<file path="src/rtl/mac_accumulator_4bit_pkg.sv">
// rtl/mac_accumulator_4bit_pkg.sv - shared state encodings, defaults and clog2 helper for the MAC block
package mac_accumulator_4bit_pkg;

    typedef enum logic [1:0] {
        MAC_ST_ACCUM = 2'd0,
        MAC_ST_FLUSH = 2'd1,
        MAC_ST_DONE  = 2'd2
    } mac_state_e;

    localparam int MAC_TERMS_DEFAULT = 4;
    localparam int MAC_ACC_W_DEFAULT = 10;

    function automatic int mac_clog2(input int value);
        int r;
        int v;
        r = 0;
        v = value - 1;
        while (v > 0) begin
            r = r + 1;
            v = v >> 1;
        end
        return r;
    endfunction

endpackage

</file>
<file path="src/rtl/ArrayMultiplier4Bit.sv">
// rtl/ArrayMultiplier4Bit.sv - combinational 4x4 unsigned array multiplier
module ArrayMultiplier4Bit (
    input  logic [3:0] a,
    input  logic [3:0] b,
    output logic [7:0] p
);

    // Each row is the multiplicand gated by one multiplier bit, shifted into place.
    always_comb begin
        p = 8'd0;
        for (int i = 0; i < 4; i++) begin
            p = p + ({4'd0, (a & {4{b[i]}})} << i);
        end
    end

endmodule

</file>
<file path="src/rtl/mac_accumulator_4bit.sv">
// rtl/mac_accumulator_4bit.sv - multiply-accumulate stage summing TERMS products; MAC_SATURATE_EN enables clamping
module mac_accumulator_4bit
    import mac_accumulator_4bit_pkg::*;
#(
    parameter int TERMS = MAC_TERMS_DEFAULT,
    parameter int ACC_W = MAC_ACC_W_DEFAULT
) (
    input  logic             clk,
    input  logic             rst_n,
    input  logic             in_valid,
    output logic             in_ready,
    input  logic [3:0]       a,
    input  logic [3:0]       b,
    output logic             out_valid,
    input  logic             out_ready,
    output logic [ACC_W-1:0] out_data,
    output logic             out_sat
);

    localparam int CNT_W = (mac_clog2(TERMS) < 1) ? 1 : mac_clog2(TERMS);

    mac_state_e       state_q;
    logic [CNT_W-1:0] term_cnt_q;
    logic [3:0]       op_a_q;
    logic [3:0]       op_b_q;
    logic             s1_valid_q;
    logic [ACC_W-1:0] acc_q;
    logic [ACC_W-1:0] acc_d;
    logic [ACC_W-1:0] out_data_q;
    logic             out_valid_q;
    logic [7:0]       prod;
    logic             in_xfer;

    assign in_ready  = (state_q == MAC_ST_ACCUM);
    assign in_xfer   = in_valid && in_ready;
    assign out_valid = out_valid_q;
    assign out_data  = out_data_q;

    ArrayMultiplier4Bit u_mult (
        .a (op_a_q),
        .b (op_b_q),
        .p (prod)
    );

`ifdef MAC_SATURATE_EN
    logic [ACC_W:0] acc_sum;
    logic           sat_q;
    logic           sat_d;
    logic           out_sat_q;

    assign acc_sum = {1'b0, acc_q} + (ACC_W + 1)'(prod);
    assign acc_d   = acc_sum[ACC_W] ? {ACC_W{1'b1}} : acc_sum[ACC_W-1:0];
    assign sat_d   = sat_q | acc_sum[ACC_W];
    assign out_sat = out_sat_q;
`else
    assign acc_d   = acc_q + ACC_W'(prod);
    assign out_sat = 1'b0;
`endif

    always_ff @(posedge clk or negedge rst_n) begin
        if (!rst_n) begin
            state_q     <= MAC_ST_ACCUM;
            term_cnt_q  <= '0;
            op_a_q      <= 4'd0;
            op_b_q      <= 4'd0;
            s1_valid_q  <= 1'b0;
            acc_q       <= '0;
            out_data_q  <= '0;
            out_valid_q <= 1'b0;
`ifdef MAC_SATURATE_EN
            sat_q       <= 1'b0;
            out_sat_q   <= 1'b0;
`endif
        end else begin
            s1_valid_q <= in_xfer;
            if (in_xfer) begin
                op_a_q <= a;
                op_b_q <= b;
            end
            if (s1_valid_q) begin
                acc_q <= acc_d;
`ifdef MAC_SATURATE_EN
                sat_q <= sat_d;
`endif
            end

            case (state_q)
                MAC_ST_ACCUM: begin
                    if (in_xfer) begin
                        if (term_cnt_q == CNT_W'(TERMS - 1)) begin
                            term_cnt_q <= '0;
                            state_q    <= MAC_ST_FLUSH;
                        end else begin
                            term_cnt_q <= term_cnt_q + CNT_W'(1);
                        end
                    end
                end
                // Stay until the last product has landed in acc, then publish it.
                MAC_ST_FLUSH: begin
                    if (!s1_valid_q) begin
                        out_data_q  <= acc_q;
                        out_valid_q <= 1'b1;
                        acc_q       <= '0;
`ifdef MAC_SATURATE_EN
                        out_sat_q   <= sat_q;
                        sat_q       <= 1'b0;
`endif
                        state_q     <= MAC_ST_DONE;
                    end
                end
                MAC_ST_DONE: begin
                    if (out_ready) begin
                        out_valid_q <= 1'b0;
                        state_q     <= MAC_ST_ACCUM;
                    end
                end
                default: begin
                    state_q    <= MAC_ST_ACCUM;
                    term_cnt_q <= '0;
                    acc_q      <= '0;
`ifdef MAC_SATURATE_EN
                    sat_q      <= 1'b0;
`endif
                end
            endcase
        end
    end

endmodule

</file>
<file path="config.mk">
export PLATFORM = sky130hd
export DESIGN_NAME = mac_accumulator_4bit
export DESIGN_NICKNAME = d
export VERILOG_FILES = /design/src/rtl/mac_accumulator_4bit_pkg.sv /design/src/rtl/ArrayMultiplier4Bit.sv /design/src/rtl/mac_accumulator_4bit.sv
export SDC_FILE = /design/constraint.sdc
export NUM_CORES = 1
export LEC_CHECK = 0
export ABC_AREA = 1
export CAP_MARGIN = 20
export CELL_PAD_IN_SITES_DETAIL_PLACEMENT = 0
export CELL_PAD_IN_SITES_GLOBAL_PLACEMENT = 1
export CORE_ASPECT_RATIO = 0.9
export CORE_UTILIZATION = 46
export CTS_CLUSTER_DIAMETER = 80
export DETAILED_ROUTE_END_ITERATION = 6
export PLACE_DENSITY_LB_ADDON = 0.1
export SLEW_MARGIN = 20
export SYNTH_ARGS = -nofsm -noshare
export SYNTH_HDL_FRONTEND = slang
export SYNTH_SLANG_ARGS = --single-unit
</file>
<file path="constraint.sdc">
create_clock -name clk -period 5.65 [get_ports clk]
set_input_delay 1.13 -clock clk [delete_from_list [all_inputs] [get_ports clk]]
set_output_delay 1.13 -clock clk [all_outputs]
set_load 0.005 [all_outputs]
</file>
==> results.json <==
{
  "seq_area_frac_synth_pct": 38.6,
  "clk_pin_slew_ns": 0.07,
  "min_period_ns": 3.46,
  "portBuffers": 23,
  "setup_tns_ns": 0,
  "n_antenna_cell": 0,
  "io_pins": 25,
  "slew_headroom_pct": 62.8,
  "p_leak_uw": 0.00142,
  "design_area_mm2": 0.00259,
  "fp.dieH_um": 67.7,
  "min_path_type": "reg2reg",
  "grt_pass1_vias": 1507,
  "drt-pass1-iter-count": 4,
  "dp_hpwl_um": 3090,
  "holdBufCountCts": 0,
  "hold_end": "out_data[8]$_DFFE_PN0P_",
  "fin_crit_sh_pct": 61.2,
  "power_frac_seq_pct": 30.8,
  "fin_worst_skew_ns": 0.0105,
  "syn_avg_cell_area_um2": 8.48,
  "routed_wl_um": 3900,
  "grt_pass1_wl_um": 6780,
  "crit_arrival_ns": 3.68,
  "num_vias": 1646,
  "layout_common_cells": "82 x nand2_1, 42 x inv_1, 34 x dfrtp_1",
  "finalSetupViolations": 0,
  "cts-root-buf": "clkbuf_8",
  "reg2reg_slack_ns": 2.19,
  "drive_above_1_share_pct": 8.33,
  "ys_warn_count": 0,
  "die_w_um": 75.0,
  "max_cap_violations": 0,
  "cts-buffers-inserted": 5,
  "critPathKind": "reg2reg",
  "track_usage_pct": 18.4,
  "start_util_pct": 48.8,
  "timing.rr.end": "acc_q[7]$_DFF_PN0_",
  "cts_setup_buffers": 0,
  "clk_path_buf_depth": 2,
  "internal_power_uw": 787,
  "timing.fmax_mhz": 289,
  "routabilityCongestion": 0.767,
  "hold_depth": 2,
  "cp-start-kind": "register",
  "synthTopCellsByArea": "dfrtp_1 39%, nand2_1 14%, ha_1 13%",
  "cts_resized": 0,
  "core_mm2": 0.00452,
  "antenna_found_initial": 0,
  "swShare_pct": 44.8,
  "overflow": 0,
  "report.final.slew_viol_count": 0,
  "ir_worst_vdd_mv": 0.227,
  "layout.nets": 332,
  "final_util_pct": 57.3,
  "cts_sinks": 34,
  "synthesis.nets": 305,
  "ant_nets": 0,
  "crit_fanout": 5,
  "grt_max_degree": 35,
  "combPwrFrac_pct": 56.1,
  "synth_cells": 260,
  "rsz0062_at_grt": "false",
  "yosysTopAreaCell": "dfrtp_1",
  "synth.distinct_cells": 25,
  "nFillCells": 432,
  "cts_tree": "built",
  "switchingPower_uw": 637,
  "rows": 23,
  "powerDensity_mw_per_mm2": 550,
  "post_dp_cell_area_mm2": 0.00250,
  "drc": 0,
  "viasPerCell": 4.70,
  "drt_iter0_markers": 81,
  "die-area_mm2": 0.00508,
  "outcome": "complete, no violations",
  "max_slew.worst_pin.slew_ns": 0.558,
  "syn_area_mm2": 0.00221,
  "clock_latency_ns": 0.29,
  "post_drt_wl_per_cell_um": 11.1,
  "mostFrequentLayoutCell": "nand2_1",
  "pwr-share-clk_pct": 13.1,
  "htreeDepth": 2,
  "rr_worst_depth": 18,
  "final_hold_viol_count": 0,
  "regToRegStartpoint": "op_a_q[1]$_DFFE_PN0P_",
  "synth_seq_cells": 34,
  "synth_top_area_share_pct": 38.6,
  "crit_required_ns": 5.88,
  "synthToLayoutAreaGrowth_pct": 17.4,
  "end_kind": "register",
  "hold_path.startpoint": "out_data[8]$_DFFE_PN0P_"
}
-- through the flow --
| step | hold WS (ns) | setup slack (ns) | power (uW) | cells |
|---|---|---|---|---|
| after floorplan | 0.465 | 2.36 | 1020 | 260 |
| after global placement | 0.455 | 2.26 | 1250 | 342 |
| after detailed placement | 0.458 | 2.20 | 1240 | 342 |
| after CTS | 0.475 | 2.18 | 1440 | 350 |
| after global routing | 0.499 | 1.95 | 1600 | 350 |
| final | 0.470 | 2.19 | 1420 | 350 |
-- area by class of cell --
type	count	area (um2)	area share [%]
clock buffers	7	86.3	3.33
clock inverters	1	5.00	0.193
inverters	48	180	6.96
multi-input cells	174	1150	44.5
flip-flops and latches	34	851	32.9
well taps	62	77.6	3.00
repair buffers	24	238	9.18
-- worst max-delay path, cell delays in order, from the launching register on --
cell     delay, ns
dfrtp_1       0.41
nand2_1       0.10
fa_1          0.50
inv_1         0.05
fa_1          0.52
inv_1         0.05
fa_1          0.46
inv_1         0.06
ha_1          0.17
inv_1         0.06
fa_1          0.39
inv_1         0.09
nand2_1       0.05
nand2_1       0.07
nand2_1       0.06
or2_1         0.20
nand3_1       0.06
nand2_1       0.06
inv_1         0.04
-- layer usage --
layer	track usage, %	vias to the layer above	wire [um]
met2	26.2	35	1570
met3	4.48	4	197
met4	5.66	0	51
met1	27.4	745	2080
met5	0	-	0
li1	-	862	-
-- how the worst max path moves through the flow --
stage / startpoint / to / slack (ns) / cells past startpoint
2_1_floorplan: op_a_q[1]$_DFFE_PN0P_ / acc_q[7]$_DFF_PN0_ / 2.36 / 18
3_3_place_gp: op_b_q[2]$_DFFE_PN0P_ / acc_q[7]$_DFF_PN0_ / 2.26 / 18
3_5_place_dp: op_a_q[1]$_DFFE_PN0P_ / acc_q[7]$_DFF_PN0_ / 2.20 / 18
4_1_cts: op_a_q[1]$_DFFE_PN0P_ / acc_q[7]$_DFF_PN0_ / 2.18 / 18
5_1_grt: op_b_q[2]$_DFFE_PN0P_ / acc_q[7]$_DFF_PN0_ / 1.95 / 18
6_report: op_a_q[1]$_DFFE_PN0P_ / acc_q[7]$_DFF_PN0_ / 2.19 / 18
-- sequential cells by signal, summed over array words and instances, names as in the netlist --
signal and flops:
acc_q 10, out_data 10, op_a_q 4, op_b_q 4, state_q 2, term_cnt_q 2
out_valid 1, s1_valid_q 1
-- kinds of logic (layout without fill, tap and decap cells) --
family,after synthesis,in the layout,synth area share [%]
compound gates,29,29,9.30
buf+inv,52,80,9.19
flops,34,34,38.6
other cells,1,1,0.170
simple gates,109,109,19.9
xor+xnor,2,2,0.794
fa+ha+maj,33,33,22.1
-- synthesized netlist by cell type (all sizes together) --
library cell	count
ha	23
a211oi	5
nand4	1
o211ai	1
conb	1
o21ai	13
xor2	2
nor2	12
a31oi	1
dfrtp	34
nand3	11
clkinv	1
or2	2
inv	47
buf	4
nand2	83
a21oi	9
fa	10
-- power by group through the flow --
stage               combinational [uW]  sequential [uW]  clock, uW
global placement                   804              441          0
finish                             799              439        186
floorplan                          598              419          0
global route                       941              455        201
detailed placement                 800              445          0
CTS                                812              441        190
Note: power is estimated with default switching activity, not from simulation.
